[config.mk]
export PLATFORM = sky130hd
export DESIGN_NAME = pc_redirect_ctrl_flat
export DESIGN_NICKNAME = d
export VERILOG_FILES = /design/src/rtl/pc_redirect_ctrl_pkg.sv /design/src/rtl/pc_redirect_ctrl_if.sv /design/src/rtl/pc_redirect_ctrl_target_mux.sv /design/src/rtl/pc_redirect_ctrl.sv /design/src/flat_wrapper.sv
export SDC_FILE = /design/constraint.sdc
export NUM_CORES = 1
export LEC_CHECK = 0
export BUFFER_PORTS_ARGS = -buffer_cell sky130_fd_sc_hd__buf_2
export CAP_MARGIN = 10
export CORE_MARGIN = 8
export CORE_UTILIZATION = 44
export DETAILED_ROUTE_END_ITERATION = 10
export PLACE_DENSITY_LB_ADDON = 0.12
export SYNTH_ARGS = -nofsm -noshare
export SYNTH_HDL_FRONTEND = slang
export SYNTH_SLANG_ARGS = --single-unit
[constraint.sdc]
create_clock -name CLK -period 2.8 [get_ports CLK]
set_input_delay 0.28 -clock CLK [delete_from_list [all_inputs] [get_ports CLK]]
set_output_delay 0.28 -clock CLK [all_outputs]
set_load 0.01 [all_outputs]
[src/rtl/pc_redirect_ctrl_pkg.sv]
// Shared types and constants for the OTTER PC redirect controller.
package otter_pc_pkg;

    typedef enum logic [2:0] {
        SRC_PC4    = 3'd0,
        SRC_JALR   = 3'd1,
        SRC_BRANCH = 3'd2,
        SRC_JAL    = 3'd3,
        SRC_INTR   = 3'd4,
        SRC_MRET   = 3'd5
    } pc_src_t;

    typedef enum logic [1:0] {
        ST_RUN   = 2'd0,
        ST_REDIR = 2'd1,
        ST_INTR  = 2'd2
    } redir_state_t;

    localparam logic [31:0] PC_ALIGN_MASK = 32'hFFFF_FFFC;

    // Instruction fetch is word aligned; every loaded target drops bits [1:0].
    function automatic logic [31:0] align_pc(input logic [31:0] addr);
        return addr & PC_ALIGN_MASK;
    endfunction

endpackage

[src/rtl/pc_redirect_ctrl_if.sv]
// Bundle between EX-stage branch resolution / CSR file / IF and the PC controller.
// master: the pipeline side driving resolution results; slave: the controller.
interface pc_redirect_ctrl_if;
    logic        STALL;
    logic        EX_VALID;
    logic [31:0] EX_PC;
    logic [2:0]  PC_SOURCE;
    logic        INT_TAKEN;
    logic [31:0] JALR_TGT;
    logic [31:0] BRANCH_TGT;
    logic [31:0] JAL_TGT;
    logic [31:0] MTVEC;
    logic [31:0] MEPC_IN;
    logic [31:0] PC;
    logic [31:0] PC_PLUS4;
    logic        KILL_ID;
    logic        KILL_EX;
    logic        KILL_MEM;
    logic        MEPC_WE;
    logic [31:0] MEPC_DATA;
    logic        INT_ACK;
    logic        BUSY;

    modport master (
        output STALL, EX_VALID, EX_PC, PC_SOURCE, INT_TAKEN,
               JALR_TGT, BRANCH_TGT, JAL_TGT, MTVEC, MEPC_IN,
        input  PC, PC_PLUS4, KILL_ID, KILL_EX, KILL_MEM,
               MEPC_WE, MEPC_DATA, INT_ACK, BUSY
    );

    modport slave (
        input  STALL, EX_VALID, EX_PC, PC_SOURCE, INT_TAKEN,
               JALR_TGT, BRANCH_TGT, JAL_TGT, MTVEC, MEPC_IN,
        output PC, PC_PLUS4, KILL_ID, KILL_EX, KILL_MEM,
               MEPC_WE, MEPC_DATA, INT_ACK, BUSY
    );
endinterface

[src/rtl/pc_redirect_ctrl_target_mux.sv]
// Combinational next-target selection with word alignment.
import otter_pc_pkg::*;

module pc_target_mux (
    input  logic        int_sel_i,
    input  logic [2:0]  pc_source_i,
    input  logic [31:0] jalr_tgt_i,
    input  logic [31:0] branch_tgt_i,
    input  logic [31:0] jal_tgt_i,
    input  logic [31:0] mtvec_i,
    input  logic [31:0] mepc_in_i,
    output logic [31:0] target_o,
    output logic        redirect_o
);
    logic [31:0] raw_tgt;

    // Interrupt vector wins; otherwise decode the control-transfer source.
    always_comb begin
        raw_tgt    = mtvec_i;
        redirect_o = 1'b0;
        if (!int_sel_i) begin
            case (pc_source_i)
                SRC_JALR:   begin raw_tgt = jalr_tgt_i;   redirect_o = 1'b1; end
                SRC_BRANCH: begin raw_tgt = branch_tgt_i; redirect_o = 1'b1; end
                SRC_JAL:    begin raw_tgt = jal_tgt_i;    redirect_o = 1'b1; end
                SRC_MRET:   begin raw_tgt = mepc_in_i;    redirect_o = 1'b1; end
                default:    begin raw_tgt = mtvec_i;      redirect_o = 1'b0; end
            endcase
        end
    end

    assign target_o = align_pc(raw_tgt);
endmodule

[src/rtl/pc_redirect_ctrl.sv]
// Architectural PC owner: next-fetch selection, wrong-path squash and interrupt
// entry with MEPC capture. Optional transfer counters under OTTER_REDIRECT_CNT_EN.
//
//  state | meaning
//  RUN   | normal fetch; accepts redirects and interrupts
//  REDIR | one-cycle squash of ID/EX after a taken transfer
//  INTR  | one-cycle interrupt entry: squash ID/EX/MEM, write MEPC, ack
import otter_pc_pkg::*;

module pc_redirect_ctrl #(
    parameter logic [31:0] RESET_VEC = 32'h0000_0000
) (
    input  logic                 CLK,
    input  logic                 RST_N,
    pc_redirect_ctrl_if.slave    bus
`ifdef OTTER_REDIRECT_CNT_EN
    ,
    output logic [31:0]          REDIR_CNT,
    output logic [31:0]          INT_CNT
`endif
);
    redir_state_t state_q, state_d;
    logic [31:0]  pc_q, pc_d;
    logic [31:0]  mepc_data_q, mepc_data_d;
    logic         kill_id_q, kill_id_d;
    logic         kill_ex_q, kill_ex_d;
    logic         kill_mem_q, kill_mem_d;
    logic         mepc_we_q, mepc_we_d;
    logic         int_ack_q, int_ack_d;

    logic [31:0]  target;
    logic         src_redirect;
    logic         int_accept;
    logic         redir_accept;

    pc_target_mux u_mux (
        .int_sel_i    (bus.INT_TAKEN),
        .pc_source_i  (bus.PC_SOURCE),
        .jalr_tgt_i   (bus.JALR_TGT),
        .branch_tgt_i (bus.BRANCH_TGT),
        .jal_tgt_i    (bus.JAL_TGT),
        .mtvec_i      (bus.MTVEC),
        .mepc_in_i    (bus.MEPC_IN),
        .target_o     (target),
        .redirect_o   (src_redirect)
    );

    // Transfers are only taken in RUN; a pending INT_TAKEN simply waits there.
    assign int_accept   = (state_q == ST_RUN) && bus.EX_VALID && bus.INT_TAKEN;
    assign redir_accept = (state_q == ST_RUN) && bus.EX_VALID && !bus.INT_TAKEN && src_redirect;

    // Next state, next PC and the registered one-shot outputs.
    always_comb begin
        state_d     = ST_RUN;
        pc_d        = pc_q;
        mepc_data_d = mepc_data_q;
        kill_id_d   = 1'b0;
        kill_ex_d   = 1'b0;
        kill_mem_d  = 1'b0;
        mepc_we_d   = 1'b0;
        int_ack_d   = 1'b0;
        if (int_accept) begin
            state_d     = ST_INTR;
            pc_d        = target;
            mepc_data_d = bus.EX_PC;
            kill_id_d   = 1'b1;
            kill_ex_d   = 1'b1;
            kill_mem_d  = 1'b1;
            mepc_we_d   = 1'b1;
            int_ack_d   = 1'b1;
        end else if (redir_accept) begin
            state_d   = ST_REDIR;
            pc_d      = target;
            kill_id_d = 1'b1;
            kill_ex_d = 1'b1;
        end else if (!bus.STALL) begin
            pc_d = pc_q + 32'd4;
        end
    end

    // State, PC and output registers; reset aborts any in-flight entry.
    always_ff @(posedge CLK or negedge RST_N) begin
        if (!RST_N) begin
            state_q     <= ST_RUN;
            pc_q        <= RESET_VEC;
            mepc_data_q <= 32'd0;
            kill_id_q   <= 1'b0;
            kill_ex_q   <= 1'b0;
            kill_mem_q  <= 1'b0;
            mepc_we_q   <= 1'b0;
            int_ack_q   <= 1'b0;
        end else begin
            state_q     <= state_d;
            pc_q        <= pc_d;
            mepc_data_q <= mepc_data_d;
            kill_id_q   <= kill_id_d;
            kill_ex_q   <= kill_ex_d;
            kill_mem_q  <= kill_mem_d;
            mepc_we_q   <= mepc_we_d;
            int_ack_q   <= int_ack_d;
        end
    end

`ifdef OTTER_REDIRECT_CNT_EN
    logic [31:0] redir_cnt_q, int_cnt_q;

    // Count entries into REDIR and INTR; free-running, wraps naturally.
    always_ff @(posedge CLK or negedge RST_N) begin
        if (!RST_N) begin
            redir_cnt_q <= 32'd0;
            int_cnt_q   <= 32'd0;
        end else begin
            if (redir_accept) redir_cnt_q <= redir_cnt_q + 32'd1;
            if (int_accept)   int_cnt_q   <= int_cnt_q + 32'd1;
        end
    end

    assign REDIR_CNT = redir_cnt_q;
    assign INT_CNT   = int_cnt_q;
`endif

    assign bus.PC        = pc_q;
    assign bus.PC_PLUS4  = pc_q + 32'd4;
    assign bus.KILL_ID   = kill_id_q;
    assign bus.KILL_EX   = kill_ex_q;
    assign bus.KILL_MEM  = kill_mem_q;
    assign bus.MEPC_WE   = mepc_we_q;
    assign bus.MEPC_DATA = mepc_data_q;
    assign bus.INT_ACK   = int_ack_q;
    assign bus.BUSY      = (state_q != ST_RUN);
endmodule

[src/flat_wrapper.sv]
// flat-port wrapper written by rule: the top's interface ports become plain ports
module pc_redirect_ctrl_flat 
#(
    parameter logic [31:0] RESET_VEC = 32'h0000_0000
)
  (CLK, RST_N, bus_STALL, bus_EX_VALID, bus_EX_PC, bus_PC_SOURCE, bus_INT_TAKEN, bus_JALR_TGT, bus_BRANCH_TGT, bus_JAL_TGT, bus_MTVEC, bus_MEPC_IN, bus_PC, bus_PC_PLUS4, bus_KILL_ID, bus_KILL_EX, bus_KILL_MEM, bus_MEPC_WE, bus_MEPC_DATA, bus_INT_ACK, bus_BUSY);
  pc_redirect_ctrl_if bus_i ();
  input  logic CLK;
  input  logic RST_N;
  input wire logic [$bits(bus_i.STALL)-1:0] bus_STALL;
  input wire logic [$bits(bus_i.EX_VALID)-1:0] bus_EX_VALID;
  input wire logic [$bits(bus_i.EX_PC)-1:0] bus_EX_PC;
  input wire logic [$bits(bus_i.PC_SOURCE)-1:0] bus_PC_SOURCE;
  input wire logic [$bits(bus_i.INT_TAKEN)-1:0] bus_INT_TAKEN;
  input wire logic [$bits(bus_i.JALR_TGT)-1:0] bus_JALR_TGT;
  input wire logic [$bits(bus_i.BRANCH_TGT)-1:0] bus_BRANCH_TGT;
  input wire logic [$bits(bus_i.JAL_TGT)-1:0] bus_JAL_TGT;
  input wire logic [$bits(bus_i.MTVEC)-1:0] bus_MTVEC;
  input wire logic [$bits(bus_i.MEPC_IN)-1:0] bus_MEPC_IN;
  output wire logic [$bits(bus_i.PC)-1:0] bus_PC;
  output wire logic [$bits(bus_i.PC_PLUS4)-1:0] bus_PC_PLUS4;
  output wire logic [$bits(bus_i.KILL_ID)-1:0] bus_KILL_ID;
  output wire logic [$bits(bus_i.KILL_EX)-1:0] bus_KILL_EX;
  output wire logic [$bits(bus_i.KILL_MEM)-1:0] bus_KILL_MEM;
  output wire logic [$bits(bus_i.MEPC_WE)-1:0] bus_MEPC_WE;
  output wire logic [$bits(bus_i.MEPC_DATA)-1:0] bus_MEPC_DATA;
  output wire logic [$bits(bus_i.INT_ACK)-1:0] bus_INT_ACK;
  output wire logic [$bits(bus_i.BUSY)-1:0] bus_BUSY;
  assign bus_i.STALL = bus_STALL;
  assign bus_i.EX_VALID = bus_EX_VALID;
  assign bus_i.EX_PC = bus_EX_PC;
  assign bus_i.PC_SOURCE = bus_PC_SOURCE;
  assign bus_i.INT_TAKEN = bus_INT_TAKEN;
  assign bus_i.JALR_TGT = bus_JALR_TGT;
  assign bus_i.BRANCH_TGT = bus_BRANCH_TGT;
  assign bus_i.JAL_TGT = bus_JAL_TGT;
  assign bus_i.MTVEC = bus_MTVEC;
  assign bus_i.MEPC_IN = bus_MEPC_IN;
  assign bus_PC = bus_i.PC;
  assign bus_PC_PLUS4 = bus_i.PC_PLUS4;
  assign bus_KILL_ID = bus_i.KILL_ID;
  assign bus_KILL_EX = bus_i.KILL_EX;
  assign bus_KILL_MEM = bus_i.KILL_MEM;
  assign bus_MEPC_WE = bus_i.MEPC_WE;
  assign bus_MEPC_DATA = bus_i.MEPC_DATA;
  assign bus_INT_ACK = bus_i.INT_ACK;
  assign bus_BUSY = bus_i.BUSY;
  pc_redirect_ctrl #(.RESET_VEC(RESET_VEC)) u_core (.CLK(CLK), .RST_N(RST_N), .bus(bus_i));
endmodule
==> impl_results.md <==
- Status: finished with violations
- Failing checks: negative hold slack
- Vias in the first global route: 5,414
- CP Max Fanout: 7
- Crit end category: primary output
- Final Wtd Congestion: 0.876
- Top cell type's share of synthesized area: 34.4%
- Minimum clock period: 2710 ps
- Final core area utilization: 61.7%
- Static Leak: 3.09 nW
- Total GRT Usage: 26.7%
- H-tree Lvls: 3
- Hold WS: -14.0 ps
- Post-Synthesis Cell Area: 0.00473 mm2
- Core area: 0.0107 mm2
- Post-Synthesis Cells: 528
- CTS tree: built
- Pre-Repair DR Iteration Count: 5
- Vias: 5,209
- Crit Path Category: flip-flop to primary output
- Mapped Avg Cell Area: 8.96 um2
- Top post-synthesis cells by area: dfrtp_1 (34%), mux2_2 (12%), xnor2_1 (5.7%)
- Die Wd: 120 um
- RSZ-0062 raised after global routing: no
- Final setup fails: 0
- IO Count: 302
- Slew Limit Fails: 0
- Reg clk slew, reported paths: 70 ps
- Count leader, synth: dfrtp_1
- Synthesized flop and latch total: 65
- Clock sinks: 65
- Total power: 3.91 mW
- Final hold violation count: 17
- Largest net degree at the start of global routing: 34
- Clk Latency, worst-skew pair: 350 ps
- Antenna-violating nets left: 0
- Num CTS Buffers: 9
- CTS root buf: clkbuf_8
- Placed insts: 928
- Initial DRC Count: 350
- Initial Utilization: 44.4%
- Nets@finish: 1,003
- Crit path launch: u_core.bus.PC[15]
- First-pass GRT wire length: 30.4 mm
- Vias per cell: 5.48
- Worst path arrival time: 2430 ps
- Synth async-reset ratio: 100%
- Syn-to-layout area delta: 38.8%
- Synth warnings: 0
- Post-synthesis sequential area ratio: 34.4%
- EDFF count, synth: 0
- Max Buffers Root-to-Sink: 2
- Main synth FF type: dfrtp_1
- Maximum operating frequency: 0.369 GHz
- Area of the die: 0.0143 mm2
- Crit share post-route: 96.7%
- DIE HEIGHT: 120 um
- Cell Count, Final, Fillers Out: 950
- Worst ir drop on vdd: 0.000305 V
- Max cap viols: 0
- Share of cells above drive strength 1: 48.5%
- RR Startpoint: u_core.bus.PC[10]
- Congestion Overflow GR: 0
- Antenna violations before repair: 3
- Post-synth top cells: dfrtp_1 (65), mux2_2 (49), a21oi_1 (41)
- Input/output buffers: 287
- Fill cells: 1,023
- Core Rows: 38
- Remaining design rule violation count: 0
- Leading area contributor after synthesis: dfrtp_1
- Routed WL: 19.8 mm
- HPWL Detailed: 16.2 mm
- Worst Max-Slew Pin Slew: 744 ps
- Worst clock skew: 10.0 ps
- Power per cell area: 596 mW/mm2
- Max transition margin: 50.4%
- Final setup TNS: 0 ps
- Wire per inst: 20.9 um
- CP Launch Type: flip-flop
- Critical Path RT: 2520 ps
- Synth cell types: 62
- Worst Hold Class: input port to asynchronous set/reset pin
-- repair_timing --
item,4_1_cts,5_1_grt
endpoints found under the setup margin,3,3
setup buffers,0,3
gates cloned,0,0
endpoints found under the hold margin,0,0
gates resized for setup,5,2
hold buffers,0,0
-- final timing paths --
kind                            slack [ps]                        to  cells past startpoint
max in group asynchronous             2070  u_core.bus.MEPC_DATA[25]                      2
worst min-delay path                   -10         u_core.bus.PC[23]                      1
min in group CLK                       140          u_core.bus.PC[6]                      3
worst min register to register         500  u_core.bus.MEPC_DATA[13]                      1
worst max register to register         630         u_core.bus.PC[29]                      6
worst max-delay path                    90          bus_PC_PLUS4[26]                      6
-- critical path, cell delays in order (launching register included) --
cell and delay, ps:
dfrtp_2 450, nand4_4 150, or2_4 310, or4_4 540, or3_1 350, xnor2_1 140
buf_2 150
-- layer usage --
layer  wire length (um)  up-vias  global-route usage, %
met2              10200      211                   45.7
met3               1620       13                   8.97
met5                  0        -                      0
li1                   -     2477                      -
met1               7850     2508                   31.5
met4                195        0                   6.79
-- metrics by stage --
step                instance area (um2)  worst slack [ps]
finish                             6570              91.4
global route                       6570              5.45
CTS                                6530              13.9
detailed placement                 6280               331
global placement                   6280               349
floorplan                          4740               276
-- flip-flops by register name, indices dropped and copies added, names as in the netlist --
name / flops
u_core.bus.KILL_EX: 1
u_core.bus.PC: 30
u_core.state_q: 1
u_core.bus.KILL_MEM: 1
u_core.bus.MEPC_DATA: 32
-- cells by family (layout without fill, tap and decap cells) --
family	count (synthesis)	count (layout)	share of synthesized area, %
simple gates	137	137	15.9
other cells	1	7	0.0792
xor+xnor	51	51	9.44
buf+inv	64	340	6.05
compound gates	150	150	20.1
fa+ha+maj	1	1	0.264
flops	65	65	34.4
mux	59	59	13.8
-- final cells by class --
type	instances	area [um2]	share of cell area (%)
inverters	12	45.0	0.686
flip-flops and latches	65	1630	24.8
diodes	3	7.51	0.114
well taps	140	175	2.67
multi-input cells	402	2840	43.3
clock inverters	6	115	1.75
clock buffers	10	128	1.94
repair buffers	312	1620	24.7
-- layout by cell type, fill, tap and decap left out, types with 9 or more instances in the layout --
| cell type | instances |
|---|---|
| buf_4 | 25 |
| mux2i_1 | 10 |
| a21oi_1 | 41 |
| clkbuf_8 | 9 |
| o21ai_0 | 31 |
| nor4_1 | 11 |
| nor2_1 | 21 |
| nand2_1 | 33 |
| xnor2_1 | 31 |
| inv_1 | 10 |
| mux2_2 | 49 |
| buf_2 | 287 |
| xor2_1 | 20 |
| o22ai_1 | 20 |
| a211oi_1 | 14 |
| nand3_1 | 18 |
| nand4_1 | 13 |
| dfrtp_1 | 61 |
-- where the power goes --
part / switching, mW / internal, mW
Combinational: 0.847 / 0.719
Sequential: 0.216 / 1.14
Clock: 0.398 / 0.597
Total: 1.46 / 2.45
Note: power is estimated with default switching activity, not from simulation.
